<file path="config.mk">
export PLATFORM = sky130hd
export DESIGN_NAME = id_ex_stage
export DESIGN_NICKNAME = d
export VERILOG_FILES = /design/src/rtl/core_pkg.sv /design/src/rtl/hazard_detect.sv /design/src/rtl/id_ex_stage.sv
export SDC_FILE = /design/constraint.sdc
export NUM_CORES = 1
export LEC_CHECK = 0
export ABC_AREA = 1
export ABC_CLOCK_PERIOD_IN_PS = 2100
export BUFFER_PORTS_ARGS = -buffer_cell sky130_fd_sc_hd__buf_2
export CORE_MARGIN = 8
export CORE_UTILIZATION = 35
export DETAILED_ROUTE_END_ITERATION = 6
export PLACE_DENSITY = 0.69
export SLEW_MARGIN = 25
export SYNTH_ARGS = -nofsm -noshare
export SYNTH_HDL_FRONTEND = slang
export SYNTH_HIERARCHICAL = 1
export SYNTH_SLANG_ARGS = --single-unit
</file>
<file path="constraint.sdc">
create_clock -name clock -period 2.1 [get_ports clock]
set_clock_uncertainty 0.1 [all_clocks]
set_input_delay 0 -clock clock [delete_from_list [all_inputs] [get_ports clock]]
set_output_delay 0 -clock clock [all_outputs]
set_load 0.02 [all_outputs]
</file>
<file path="src/rtl/core_pkg.sv">
// Shared core definitions: datapath widths and the layout of the opaque
// decoded control bundle carried from ID to EX.
package core_pkg;

    localparam int unsigned REG_IDX_W = 5;
    localparam int unsigned XLEN      = 32;
    localparam int unsigned CTRL_W    = 8;

    // Control bundle field layout: [3:0] alu op, [5:4] mem size, [7:6] branch type
    localparam int unsigned CTRL_ALU_OP_LSB   = 0;
    localparam int unsigned CTRL_ALU_OP_W     = 4;
    localparam int unsigned CTRL_MEM_SIZE_LSB = 4;
    localparam int unsigned CTRL_MEM_SIZE_W   = 2;
    localparam int unsigned CTRL_BR_TYPE_LSB  = 6;
    localparam int unsigned CTRL_BR_TYPE_W    = 2;

    typedef enum logic [1:0] {
        MEM_BYTE = 2'd0,
        MEM_HALF = 2'd1,
        MEM_WORD = 2'd2
    } mem_size_e;

    typedef enum logic [1:0] {
        BR_NONE = 2'd0,
        BR_COND = 2'd1,
        BR_JAL  = 2'd2,
        BR_JALR = 2'd3
    } br_type_e;

    // Extract the alu-op field from a control bundle of the default width
    function automatic logic [CTRL_ALU_OP_W-1:0] ctrl_alu_op(input logic [CTRL_W-1:0] ctrl);
        return ctrl[CTRL_ALU_OP_LSB +: CTRL_ALU_OP_W];
    endfunction

    // Extract the memory-size field from a control bundle of the default width
    function automatic mem_size_e ctrl_mem_size(input logic [CTRL_W-1:0] ctrl);
        return mem_size_e'(ctrl[CTRL_MEM_SIZE_LSB +: CTRL_MEM_SIZE_W]);
    endfunction

    // Extract the branch-type field from a control bundle of the default width
    function automatic br_type_e ctrl_br_type(input logic [CTRL_W-1:0] ctrl);
        return br_type_e'(ctrl[CTRL_BR_TYPE_LSB +: CTRL_BR_TYPE_W]);
    endfunction

endpackage

</file>
<file path="src/rtl/hazard_detect.sv">
// Load-use hazard detection between the instruction in ID and a load in ID/EX.
// Purely combinational so the EX forwarding logic can reuse it.
module hazard_detect
    import core_pkg::*;
(
    input  logic                 ex_valid,
    input  logic                 ex_is_load,
    input  logic [REG_IDX_W-1:0] ex_rd,
    input  logic                 id_valid,
    input  logic [REG_IDX_W-1:0] id_rs1,
    input  logic [REG_IDX_W-1:0] id_rs2,
    input  logic                 ex_flush,
    output logic                 hz,
    output logic                 stall_fd
);

    // A load in EX whose destination is read by ID needs one bubble; a flush
    // kills the ID instruction anyway, so it overrides the stall.
    always_comb begin
        hz       = 1'b0;
        stall_fd = 1'b0;
        if (ex_valid && ex_is_load && id_valid && (ex_rd != '0)
            && ((ex_rd == id_rs1) || (ex_rd == id_rs2))) begin
            hz = 1'b1;
        end
        stall_fd = hz & ~ex_flush;
    end

endmodule

</file>
<file path="src/rtl/id_ex_stage.sv">
// ID/EX pipeline register: captures register_file read data (with same-cycle
// write-back bypass) and decode fields, inserts a bubble on load-use hazards
// and flushes, and counts stall and flush cycles.
module id_ex_stage
    import core_pkg::*;
#(
    parameter int unsigned CTRL_W = core_pkg::CTRL_W,
    parameter int unsigned CNT_W  = 32
) (
    input  logic              clock,
    input  logic              reset_n,
    input  logic              id_valid,
    input  logic [31:0]       id_pc,
    input  logic [4:0]        id_rs1,
    input  logic [4:0]        id_rs2,
    input  logic [4:0]        id_rd,
    input  logic [31:0]       id_imm,
    input  logic [CTRL_W-1:0] id_ctrl,
    input  logic              id_reg_write,
    input  logic              id_is_load,
    input  logic [31:0]       rf_data_rs1,
    input  logic [31:0]       rf_data_rs2,
    input  logic [4:0]        wb_rd,
    input  logic [31:0]       wb_data,
    input  logic              wb_we,
    input  logic              ex_flush,
    output logic              stall_fd,
    output logic              ex_valid,
    output logic [31:0]       ex_pc,
    output logic [31:0]       ex_rs1_val,
    output logic [31:0]       ex_rs2_val,
    output logic [31:0]       ex_imm,
    output logic [CTRL_W-1:0] ex_ctrl,
    output logic [4:0]        ex_rs1,
    output logic [4:0]        ex_rs2,
    output logic [4:0]        ex_rd,
    output logic              ex_reg_write,
    output logic              ex_is_load,
    output logic [CNT_W-1:0]  stall_count,
    output logic [CNT_W-1:0]  flush_count
);

    logic            hz;
    logic            stall_raw;
    logic            bubble;
    logic [XLEN-1:0] rs1_val;
    logic [XLEN-1:0] rs2_val;

    hazard_detect u_hazard_detect (
        .ex_valid   (ex_valid),
        .ex_is_load (ex_is_load),
        .ex_rd      (ex_rd),
        .id_valid   (id_valid),
        .id_rs1     (id_rs1),
        .id_rs2     (id_rs2),
        .ex_flush   (ex_flush),
        .hz         (hz),
        .stall_fd   (stall_raw)
    );

    // Stall request to IF/ID; held low while the core is in reset
    always_comb begin
        stall_fd = stall_raw & reset_n;
        bubble   = ex_flush | stall_raw;
    end

    // Operand select: x0 reads zero, otherwise the value being written back
    // this cycle wins over the (not yet updated) register_file read data
    always_comb begin
        rs1_val = rf_data_rs1;
        rs2_val = rf_data_rs2;
        if (id_rs1 == '0) begin
            rs1_val = '0;
        end else if (wb_we && (wb_rd == id_rs1)) begin
            rs1_val = wb_data;
        end
        if (id_rs2 == '0) begin
            rs2_val = '0;
        end else if (wb_we && (wb_rd == id_rs2)) begin
            rs2_val = wb_data;
        end
    end

    // Pipeline register: flush or stall loads a fully cleared bubble, otherwise capture ID
    always_ff @(posedge clock or negedge reset_n) begin
        if (!reset_n) begin
            ex_valid     <= 1'b0;
            ex_pc        <= '0;
            ex_rs1_val   <= '0;
            ex_rs2_val   <= '0;
            ex_imm       <= '0;
            ex_ctrl      <= '0;
            ex_rs1       <= '0;
            ex_rs2       <= '0;
            ex_rd        <= '0;
            ex_reg_write <= 1'b0;
            ex_is_load   <= 1'b0;
        end else if (bubble) begin
            ex_valid     <= 1'b0;
            ex_pc        <= '0;
            ex_rs1_val   <= '0;
            ex_rs2_val   <= '0;
            ex_imm       <= '0;
            ex_ctrl      <= '0;
            ex_rs1       <= '0;
            ex_rs2       <= '0;
            ex_rd        <= '0;
            ex_reg_write <= 1'b0;
            ex_is_load   <= 1'b0;
        end else begin
            ex_valid     <= id_valid;
            ex_pc        <= id_pc;
            ex_rs1_val   <= rs1_val;
            ex_rs2_val   <= rs2_val;
            ex_imm       <= id_imm;
            ex_ctrl      <= id_ctrl;
            ex_rs1       <= id_rs1;
            ex_rs2       <= id_rs2;
            ex_rd        <= id_rd;
            ex_reg_write <= id_reg_write & id_valid & (id_rd != '0);
            ex_is_load   <= id_is_load & id_valid;
        end
    end

    // Event counters, free-running and wrapping
    always_ff @(posedge clock or negedge reset_n) begin
        if (!reset_n) begin
            stall_count <= '0;
            flush_count <= '0;
        end else begin
            stall_count <= stall_count + CNT_W'(stall_fd);
            flush_count <= flush_count + CNT_W'(ex_flush);
        end
    end

endmodule

</file>
==> flow_metrics.env, run 1 <==
export IMPL_totalWireLength_mm=36.49
export IMPL_finalNetCount=2026
export IMPL_drive_above_1_share_pct=28.59
export IMPL_yosysWarnings=6
export IMPL_cap_violations=0
export IMPL_grt_start_max_net_pins=162
export IMPL_dp_hpwl_mm=24.98
export IMPL_die_w_um=182.7
export IMPL_detailroute_via_count=10040
export IMPL_row_cnt=61
export IMPL_total_leakage_power_uw=0.008770
export IMPL_tot_gr_track_use_pct=21.31
export IMPL_buffers_on_ports=413
export IMPL_synth_fp_nets=1401
export IMPL_grt_overflow=0
export IMPL_hold_path_class="input pin to register"
export IMPL_die_height_um=182.7
export IMPL_dr_pass1_iters=5
export IMPL_post_route_worst_setup_slack_ns=-0.2311
export IMPL_sink_count=218
export IMPL_detail_route_vias_per_cell=4.505
export IMPL_worstPathCellList="nor2_1 -> nor2_1 -> nor2_1 -> nand3_1 -> nand2_1 -> nand2_2 -> nor2_4 -> nand2_2 -> inv_2 -> ha_4 -> ha_4 -> nand3_4 -> nor2_4 -> inv_2 -> nor2_4 -> nand3_2 -> nand2_1 -> nand2_1"
export IMPL_design_power_uw=10650
export IMPL_tritoncts="yes"
export IMPL_post_route_drc_count=0
export IMPL_drt_iter0_markers=627
export IMPL_setup_worst_path_start="ex_rd[0]$_DFF_PN0_"
export IMPL_worst_path_largest_cell_delay_ns=0.43
export IMPL_min_delay_start="wb_we"
export IMPL_floorplan_io_pins=414
export IMPL_hold_end="ex_rs2_val[8]$_DFF_PN0_"
export IMPL_critPathKind="register to register"
export IMPL_fp_coreArea_um2=27550
export IMPL_critPathArrivalTime_ns=2.64
export IMPL_synthToLayoutAreaGrowth_pct=56.24
export IMPL_syn_instance_count=1202
export IMPL_grt_antenna_before_repair=6
export IMPL_vdd_ir_drop_worst_v=0.0007003
export IMPL_cts_inserted_buffers=26
export IMPL_failed_checks="negative setup slack"
export IMPL_rsz0062_at_grt="yes"
export IMPL_finalCritPeriodShare_pct=111.0
export IMPL_placedCellCount=1987
export IMPL_synthesis_area_um2=9731
export IMPL_cp_data_required_time_ns=2.40
export IMPL_worst_hold_path_depth=7
export IMPL_timing_reg2reg_setup_slack_ns=-0.23
export IMPL_timing_critical_path_fanout_max=6
export IMPL_slowest_stage="sky130_fd_sc_hd__dfrtp_2"
export IMPL_max_slew_worst_pin_slew_ns=0.8746
export IMPL_die_area_um2=33390
export IMPL_power_density_cell_area_nw_per_um2=700.6
export IMPL_antenna_violating_nets_post_route=0
export IMPL_final_core_utilization_pct=55.18
export IMPL_end_kind="register"
export IMPL_cp_start_kind="register"
export IMPL_start_util_pct=35.32
export IMPL_final_cell_count_no_fill=2228
export IMPL_critical_path_reg2reg_startpoint="ex_rd[0]$_DFF_PN0_"
export IMPL_syn_mean_instance_area_um2=8.095
export IMPL_htree_depth=1
export IMPL_report_final_hold_viol_count=0
export IMPL_slew_limit_headroom_pct=41.69
export IMPL_worst_r2r_endpoint="stall_count[16]$_DFF_PN0_"
export IMPL_ff2ff_path_depth=18
export IMPL_cts_path_max_buffers=3
export IMPL_clock_fmax_mhz=429.0
export IMPL_grt_pass1_wl_mm=57.34
export IMPL_grt_pass1_vias=10660
export IMPL_finalHoldWorstSlack_ns=0.06976
export IMPL_clk_root_buffer_cell="sky130_fd_sc_hd__clkbuf_16"
export IMPL_setup_viol=26
export IMPL_place_congestion=0.9191
export IMPL_run_status="finished, violations left"
export IMPL_finalWorstPathRequiredPeriod_ns=2.331
export IMPL_clock_insertion_delay_worst_skew_ns=0.52
export IMPL_worst_setup_hold_path_clk_slew_ns=0.06
export IMPL_finalMaxSlewViolations=0
export IMPL_routedWlPerCell_um=16.38
## flip-flops by register name, indices dropped and copies added (netlist names), 8 cells and up
| register | cells |
|---|---|
| ex_rs2_val | 32 |
| ex_imm | 32 |
| ex_ctrl | 8 |
| ex_rs1_val | 32 |
| ex_pc | 32 |
| stall_count | 32 |
| flush_count | 32 |
## worst max-delay path, delay by kind of cell (launching register included)
kind	cells	cell delay (ns)
flops	1	0.43
buf+inv	2	0.15
simple gates	14	1.24
fa+ha+maj	2	0.28
## layout make-up
type,count,area (um^2)
Timing Repair Buffer,624,4229
Multi-Input combinational cell,753,3423
Sequential cell,218,5461
Clock buffer,39,780.7
Inverter,204,765.7
Antenna cell,7,17.52
Clock inverter,5,52.55
Tap cell,378,473.0
Fill cell,2335,12350
## timing repair
item	CTS	global route
pin swaps	3	4
setup endpoints to repair	28	93
hold endpoints to repair	378	0
resized for setup	7	4
hold buffers	189	0
buffers inserted	0	1
## per-stage QoR
step	TNS, ns	area, um^2	worst slack (ns)
floorplan	-1.478	9784	-0.1837
global placement	-3.310	12420	-0.2500
detailed placement	-4.413	12420	-0.2939
CTS	-3.768	15170	-0.2350
global route	-15.42	15200	-0.3814
finish	-3.312	15200	-0.2311
## worst max path at each step
stage	end	slack [ns]	cells after the start
floorplan	stall_count[20]$_DFF_PN0_	-0.18	18
finish	stall_count[16]$_DFF_PN0_	-0.23	18
global placement	stall_count[22]$_DFF_PN0_	-0.25	18
global route	stall_count[27]$_DFF_PN0_	-0.38	18
CTS	stall_count[16]$_DFF_PN0_	-0.23	18
detailed placement	stall_count[20]$_DFF_PN0_	-0.29	18
## layer usage
layer	part of all wire [%]	vias up	routed length, um	GRT usage [%]
li1	-	4756	-	-
met1	37	4709	13470	23.80
met2	50	472	18110	37.28
met3	9.2	100	3344	6.628
met4	4.3	0	1570	8.888
met5	0	-	0	0
## cell usage in the layout, fill, tap and decap left out, types with 3 or more instances in the layout
cell,count
sky130_fd_sc_hd__buf_2,412
sky130_fd_sc_hd__nand2_1,330
sky130_fd_sc_hd__nor2_1,293
sky130_fd_sc_hd__dfrtp_1,213
sky130_fd_sc_hd__inv_1,193
sky130_fd_sc_hd__dlygate4sd3_1,189
sky130_fd_sc_hd__clkbuf_16,27
sky130_fd_sc_hd__xor2_1,25
sky130_fd_sc_hd__xnor2_1,18
sky130_fd_sc_hd__nand3b_1,14
sky130_fd_sc_hd__buf_4,13
sky130_fd_sc_hd__nand3_1,11
sky130_fd_sc_hd__inv_2,11
sky130_fd_sc_hd__nand4_1,10
sky130_fd_sc_hd__nor2_2,10
sky130_fd_sc_hd__nor2_4,10
sky130_fd_sc_hd__nor3_1,9
sky130_fd_sc_hd__diode_2,7
sky130_fd_sc_hd__buf_12,7
sky130_fd_sc_hd__clkbuf_1,6
sky130_fd_sc_hd__clkbuf_8,6
sky130_fd_sc_hd__nand2_2,5
sky130_fd_sc_hd__dfrtp_2,5
sky130_fd_sc_hd__nand3_4,4
sky130_fd_sc_hd__nor3_2,3
sky130_fd_sc_hd__clkinv_2,3
## power by group
part / switching [uW] / internal (uW)
sequential: 127 / 4430
combinational: 996 / 717
clock: 1720 / 2660
total: 2840 / 7810
Note: power is estimated with default switching activity, not from simulation.
==> run 2: changes to the inputs <==
--- a/config.mk
+++ b/config.mk
@@ -8,10 +8,12 @@
 export ABC_AREA = 1
 export ABC_CLOCK_PERIOD_IN_PS = 2100
 export BUFFER_PORTS_ARGS = -buffer_cell sky130_fd_sc_hd__buf_2
+export CELL_PAD_IN_SITES_DETAIL_PLACEMENT = 1
+export CELL_PAD_IN_SITES_GLOBAL_PLACEMENT = 1
 export CORE_MARGIN = 8
-export CORE_UTILIZATION = 35
+export CORE_UTILIZATION = 31
 export DETAILED_ROUTE_END_ITERATION = 6
-export PLACE_DENSITY = 0.69
+export PLACE_DENSITY = 0.82
 export SLEW_MARGIN = 25
 export SYNTH_ARGS = -nofsm -noshare
 export SYNTH_HDL_FRONTEND = slang
==> flow_metrics.env, run 2 (synthesis results as in run 1) <==
export IMPL_totalWireLength_mm=52.07
export IMPL_power_switching_uw=3312
export IMPL_ff2ff_path_depth=19
export IMPL_mostFrequentLayoutCell="sky130_fd_sc_hd__buf_2"
export IMPL_antenna_violating_nets_post_route=0
export IMPL_report_final_hold_viol_count=1
export IMPL_combinationalPowerShare_pct=18.1
export IMPL_min_delay_start="ex_flush"
export IMPL_detail_route_vias_per_cell=4.766
export IMPL_critical_path_reg2reg_startpoint="ex_rd[3]$_DFF_PN0_"
export IMPL_die_w_um=193.2
export IMPL_cts_path_max_buffers=3
export IMPL_dp_hpwl_mm=29.01
export IMPL_grt_start_max_net_pins=163
export IMPL_cts_inserted_buffers=26
export IMPL_row_cnt=65
export IMPL_critPathKind="register to register"
export IMPL_post_route_worst_setup_slack_ns=-0.4316
export IMPL_fillers=3717
export IMPL_drive_above_1_share_pct=37.25
export IMPL_slew_limit_headroom_pct=37.18
export IMPL_die_height_um=193.2
export IMPL_regArea_um2=5461
export IMPL_most_frequent_cell_on_critical_path="sky130_fd_sc_hd__nand2_1"
export IMPL_htree_depth=1
export IMPL_timing_reg2reg_setup_slack_ns=-0.43
export IMPL_dp_slack_ns=-0.3395
export IMPL_clock_insertion_delay_worst_skew_ns=0.54
export IMPL_final_cell_area_um2=16540
export IMPL_fp_coreArea_um2=31230
export IMPL_final_cell_mix="412 x sky130_fd_sc_hd__buf_2, 311 x sky130_fd_sc_hd__nand2_1, 213 x sky130_fd_sc_hd__dfrtp_1"
export IMPL_rsz0062_at_grt="yes"
export IMPL_worst_setup_hold_path_clk_slew_ns=0.06
export IMPL_run_status="finished, violations left"
export IMPL_clk_root_buffer_cell="sky130_fd_sc_hd__clkbuf_16"
export IMPL_finalHoldWorstSlack_ns=-0.1002
export IMPL_grt_antenna_before_repair=18
export IMPL_max_slew_worst_pin_slew_ns=0.9423
export IMPL_worst_r2r_endpoint="stall_count[27]$_DFF_PN0_"
export IMPL_slowest_stage="sky130_fd_sc_hd__dfrtp_2"
export IMPL_finalNetCount=2068
export IMPL_worst_path_largest_cell_delay_ns=0.44
export IMPL_sink_count=218
export IMPL_tritoncts="yes"
export IMPL_grt_pass1_vias=12250
export IMPL_tot_gr_track_use_pct=24.81
export IMPL_intPower_uw=8370
export IMPL_cp_start_kind="register"
export IMPL_cap_violations=0
export IMPL_clock_power_share_pct=42.5
export IMPL_post_cts_hold_buffer_count=191
export IMPL_dpl_cell_area_um2=12500
export IMPL_worst_hold_path_depth=5
export IMPL_hold_end="stall_count[0]$_DFF_PN0_"
export IMPL_dr_pass1_iters=5
export IMPL_total_leakage_power_uw=0.009196
export IMPL_hold_path_class="input pin to register"
export IMPL_worstPathCellList="nand2_2 -> nand2_1 -> nor2_1 -> nand3_1 -> nand2_1 -> nand2_2 -> nor2_4 -> nand2_1 -> inv_2 -> ha_4 -> buf_4 -> buf_6 -> nand3_4 -> nor2_4 -> nand2_2 -> nor2_4 -> nand2_1 -> nand2_1 -> nand2_1"
export IMPL_finalCritPeriodShare_pct=120.6
export IMPL_floorplan_io_pins=414
export IMPL_routedWlPerCell_um=22.60
export IMPL_place_congestion=0.8611
export IMPL_seq_power_share_pct=39.4
export IMPL_clock_fmax_mhz=395.0
export IMPL_synthToLayoutAreaGrowth_pct=69.95
export IMPL_timing_critical_path_fanout_max=4
export IMPL_buffers_on_ports=413
export IMPL_cp_data_required_time_ns=2.42
export IMPL_grt_overflow=0
export IMPL_setup_worst_path_start="ex_rd[3]$_DFF_PN0_"
export IMPL_drt_iter0_markers=520
export IMPL_detailroute_via_count=10980
export IMPL_multi_input_comb_area_um2=3974
export IMPL_finalMaxSlewViolations=0
export IMPL_switching_share_pct=28.35
export IMPL_vdd_ir_drop_worst_v=0.0006041
export IMPL_design_power_uw=11680
export IMPL_end_kind="register"
export IMPL_die_area_um2=37310
export IMPL_critPathArrivalTime_ns=2.85
export IMPL_grt_pass1_wl_mm=70.97
export IMPL_setup_viol=121
export IMPL_power_density_cell_area_nw_per_um2=706.4
export IMPL_start_util_pct=31.16
export IMPL_finalWorstPathRequiredPeriod_ns=2.532
export IMPL_failed_checks="negative hold slack, negative setup slack"
export IMPL_post_route_drc_count=0
## run 2: cell count changes in the layout (fill, tap and decap cells not counted), moves of 15 or more
cell                      before  now
sky130_fd_sc_hd__buf_6         2   17
sky130_fd_sc_hd__nand2_1     330  311
sky130_fd_sc_hd__nand2_2       5   23
sky130_fd_sc_hd__nor2_1      293  186
sky130_fd_sc_hd__nor2_2       10   77
sky130_fd_sc_hd__nor2_4       10   50
## run 2: timing repair
action | CTS | global route
endpoints found under the setup margin | 87 | 169
pin swaps | 7 | 25
gates cloned | 0 | 16
buffers inserted | 4 | 14
hold endpoints to repair | 377 | 1
gates resized for setup | 9 | 211
## run 2: worst max path at each step
stage	to	slack, ns
2_1_floorplan	stall_count[20]$_DFF_PN0_	-0.18
3_3_place_gp	stall_count[20]$_DFF_PN0_	-0.21
3_5_place_dp	stall_count[22]$_DFF_PN0_	-0.34
4_1_cts	stall_count[16]$_DFF_PN0_	-0.33
5_1_grt	stall_count[20]$_DFF_PN0_	-0.55
6_report	stall_count[27]$_DFF_PN0_	-0.43
## run 2: layer usage
layer / up-vias / global-route usage [%] / routed length [um]
met5: - / 0 / 40
met4: 6 / 14.70 / 3726
met3: 229 / 6.906 / 3956
met2: 562 / 44.68 / 26460
met1: 5333 / 25.49 / 17890
li1: 4851 / - / -
## run 2: power by group through the flow
stage / combinational (uW) / sequential (uW) / clock, uW
after global placement: 1410 / 4630 / 0
after global routing: 2260 / 4620 / 5170
after CTS: 1790 / 4570 / 5000
final: 2120 / 4600 / 4970
after floorplan: 399 / 4920 / 0
after detailed placement: 1450 / 4640 / 0
## run 2: worst max-delay path: cells and delay by family, from the launching register on
family / cells / cell delay [ns]
buffers and inverters: 3 / 0.27
adder cells (fa/ha/maj): 1 / 0.13
AND/OR/NAND/NOR: 15 / 1.47
flip-flops: 1 / 0.44
## run 2: area by class of cell
type / instances / area share, %
flip-flops and latches: 218 / 33.03
repair buffers: 665 / 29.32
multi-input cells: 753 / 24.03
inverters: 204 / 4.759
clock buffers: 36 / 4.472
well taps: 402 / 3.042
clock inverters: 10 / 1.059
diodes: 15 / 0.2270
repair inverters: 1 / 0.06809
## run 2: stage by stage
stage          setup TNS [ns]  util, %  hold WS [ns]  std cells
2_1_floorplan          -1.478        -       -0.3956       1202
3_3_place_gp           -2.475    40.02        0.1089       2018
3_5_place_dp           -7.223    40.02        0.1158       2018
4_1_cts                -9.862    49.26       -0.1351       2259
5_1_grt                -28.68    52.95      -0.07926       2304
6_report               -13.65    52.95       -0.1002       2304
==> run 3: changes to the inputs <==
--- a/config.mk
+++ b/config.mk
@@ -5,7 +5,6 @@
 export SDC_FILE = /design/constraint.sdc
 export NUM_CORES = 1
 export LEC_CHECK = 0
-export ABC_AREA = 1
 export ABC_CLOCK_PERIOD_IN_PS = 2100
 export BUFFER_PORTS_ARGS = -buffer_cell sky130_fd_sc_hd__buf_2
 export CELL_PAD_IN_SITES_DETAIL_PLACEMENT = 1
@@ -13,7 +12,7 @@
 export CORE_MARGIN = 8
 export CORE_UTILIZATION = 31
 export DETAILED_ROUTE_END_ITERATION = 6
-export PLACE_DENSITY = 0.82
+export PLACE_DENSITY = 0.81
 export SLEW_MARGIN = 25
 export SYNTH_ARGS = -nofsm -noshare
 export SYNTH_HDL_FRONTEND = slang
==> flow_metrics.env, run 3 <==
export IMPL_finalCritPeriodShare_pct=129.7
export IMPL_sink_count=218
export IMPL_max_slew_worst_pin_slew_ns=0.8658
export IMPL_finalHoldWorstSlack_ns=0.1108
export IMPL_antenna_violating_nets_post_route=0
export IMPL_cts_path_max_buffers=3
export IMPL_grt_pass1_vias=10780
export IMPL_drive_above_1_share_pct=50.27
export IMPL_most_frequent_cell_on_critical_path="sky130_fd_sc_hd__buf_6"
export IMPL_finalWorstPathRequiredPeriod_ns=2.723
export IMPL_final_cell_count_no_fill=1848
export IMPL_hold_path_class="input pin to register"
export IMPL_combinationalPowerShare_pct=19.0
export IMPL_yosysWarnings=6
export IMPL_post_route_worst_setup_slack_ns=-0.6232
export IMPL_detailroute_via_count=9187
export IMPL_start_util_pct=31.45
export IMPL_mostFrequentLayoutCell="sky130_fd_sc_hd__buf_2"
export IMPL_intPower_uw=8140
export IMPL_timing_reg2reg_setup_slack_ns=-0.62
export IMPL_totalWireLength_mm=46.35
export IMPL_critPathArrivalTime_ns=3.03
export IMPL_place_congestion=0.8119
export IMPL_fillers=2953
export IMPL_run_status="finished, violations left"
export IMPL_timing_critical_path_fanout_max=5
export IMPL_total_leakage_power_uw=0.007894
export IMPL_synthToLayoutAreaGrowth_pct=83.79
export IMPL_cp_start_kind="register"
export IMPL_tot_gr_track_use_pct=26.32
export IMPL_switching_share_pct=28.58
export IMPL_finalNetCount=1646
export IMPL_setup_viol=186
export IMPL_design_power_uw=11400
export IMPL_syn_instance_count=760
export IMPL_grt_antenna_before_repair=7
export IMPL_syn_mean_instance_area_um2=11.46
export IMPL_htree_depth=1
export IMPL_tritoncts="yes"
export IMPL_grt_overflow=0
export IMPL_die_height_um=183.7
export IMPL_seq_power_share_pct=40.2
export IMPL_dp_hpwl_mm=26.31
export IMPL_critPathKind="register to register"
export IMPL_setup_worst_path_start="ex_rd[0]$_DFF_PN0_"
export IMPL_vdd_ir_drop_worst_v=0.0007501
export IMPL_slew_limit_headroom_pct=42.28
export IMPL_worstPathCellList="buf_6 -> xor2_2 -> nor3_2 -> a22oi_2 -> nor4_2 -> buf_4 -> and2_4 -> ha_4 -> buf_6 -> nand2_4 -> nor4_4 -> buf_6 -> nand4_1 -> xnor2_1"
export IMPL_cp_data_required_time_ns=2.41
export IMPL_setup_tns_final_ns=-80.77
export IMPL_cts_inserted_buffers=26
export IMPL_slowest_stage="sky130_fd_sc_hd__dfrtp_2"
export IMPL_final_cell_mix="411 x sky130_fd_sc_hd__buf_2, 216 x sky130_fd_sc_hd__dfrtp_1, 189 x sky130_fd_sc_hd__dlygate4sd3_1"
export IMPL_clk_root_buffer_cell="sky130_fd_sc_hd__clkbuf_16"
export IMPL_report_final_hold_viol_count=0
export IMPL_power_density_cell_area_nw_per_um2=711.7
export IMPL_fp_coreArea_um2=27710
export IMPL_drt_iter0_markers=544
export IMPL_finalMaxSlewViolations=0
export IMPL_critical_path_reg2reg_startpoint="ex_rd[0]$_DFF_PN0_"
export IMPL_grt_start_max_net_pins=155
export IMPL_post_route_drc_count=0
export IMPL_grt_pass1_wl_mm=67.92
export IMPL_worst_path_largest_cell_delay_ns=0.43
export IMPL_synthesis_area_um2=8713
export IMPL_worst_setup_hold_path_clk_slew_ns=0.06
export IMPL_cap_violations=0
export IMPL_rsz0062_at_grt="yes"
export IMPL_detail_route_vias_per_cell=4.971
export IMPL_row_cnt=61
export IMPL_routedWlPerCell_um=25.08
export IMPL_synth_fp_nets=959
export IMPL_floorplan_io_pins=414
export IMPL_die_area_um2=33730
export IMPL_min_delay_start="wb_rd[0]"
export IMPL_failed_checks="negative setup slack"
export IMPL_clock_fmax_mhz=367.2
export IMPL_clock_power_share_pct=40.8
export IMPL_dr_pass1_iters=4
export IMPL_clock_insertion_delay_worst_skew_ns=0.54
export IMPL_placedCellCount=1553
export IMPL_die_w_um=183.7
export IMPL_buffers_on_ports=413
export IMPL_end_kind="register"
export IMPL_power_switching_uw=3257
run 3: power by group through the flow:
stage,Combinational [uW],Clock (uW),Sequential (uW)
finish,2170,4650,4580
floorplan,356,0,4910
global placement,1410,0,4620
CTS,2010,4690,4560
global route,2280,4880,4610
detailed placement,1450,0,4630
run 3: metrics by stage:
| stage | setup slack (ns) | area, um^2 | utilization (%) |
|---|---|---|---|
| after floorplan | -0.4770 | 8782 | - |
| after global placement | -0.4845 | 11580 | 41.81 |
| after detailed placement | -0.6151 | 11580 | 41.81 |
| after CTS | -0.5076 | 15590 | 56.28 |
| after global routing | -0.7867 | 16010 | 57.80 |
| final | -0.6232 | 16010 | 57.80 |
run 3: worst paths after layout:
kind,endpoint,depth (start not counted)
max,stall_count[23]$_DFF_PN0_,14
max reg2reg,stall_count[23]$_DFF_PN0_,14
max in group asynchronous,ex_rd[0]$_DFF_PN0_,4
min reg2reg,stall_count[31]$_DFF_PN0_,1
min in group asynchronous,flush_count[26]$_DFF_PN0_,3
min,ex_rs1_val[6]$_DFF_PN0_,5
run 3: worst max-delay path, delay by kind of cell (launching register included):
kind	cells	cell delay [ns]
buf+inv	4	0.59
xor+xnor	2	0.31
fa+ha+maj	1	0.16
simple gates	6	0.88
compound gates	1	0.12
flops	1	0.43
run 3: area by class of cell:
class / count / area, um^2 / share of cell area [%]
Timing Repair Buffer: 704 / 5294 / 33.06
Tap cell: 378 / 473.0 / 2.953
Clock inverter: 11 / 115.1 / 0.7188
Clock buffer: 36 / 749.5 / 4.680
Antenna cell: 4 / 10.01 / 0.06250
Inverter: 5 / 23.77 / 0.1484
Multi-Input combinational cell: 492 / 3891 / 24.30
Sequential cell: 218 / 5458 / 34.08
run 3: per-layer routing:
metal | wire (um) | vias up | global-route usage, %
li1 | - | 3981 | -
met3 | 2951 | 140 | 6.601
met2 | 24670 | 387 | 48.06
met1 | 16470 | 4673 | 28.39
met5 | 28 | - | 0
met4 | 2235 | 6 | 11.55
run 3: repair_timing:
action | CTS | global route
gates cloned | 16 | 2
pin swaps | 26 | 40
hold buffers | 189 | 0
resized for setup | 160 | 107
setup buffers | 32 | 16
setup endpoints to repair | 183 | 189
hold endpoints to repair | 309 | 0
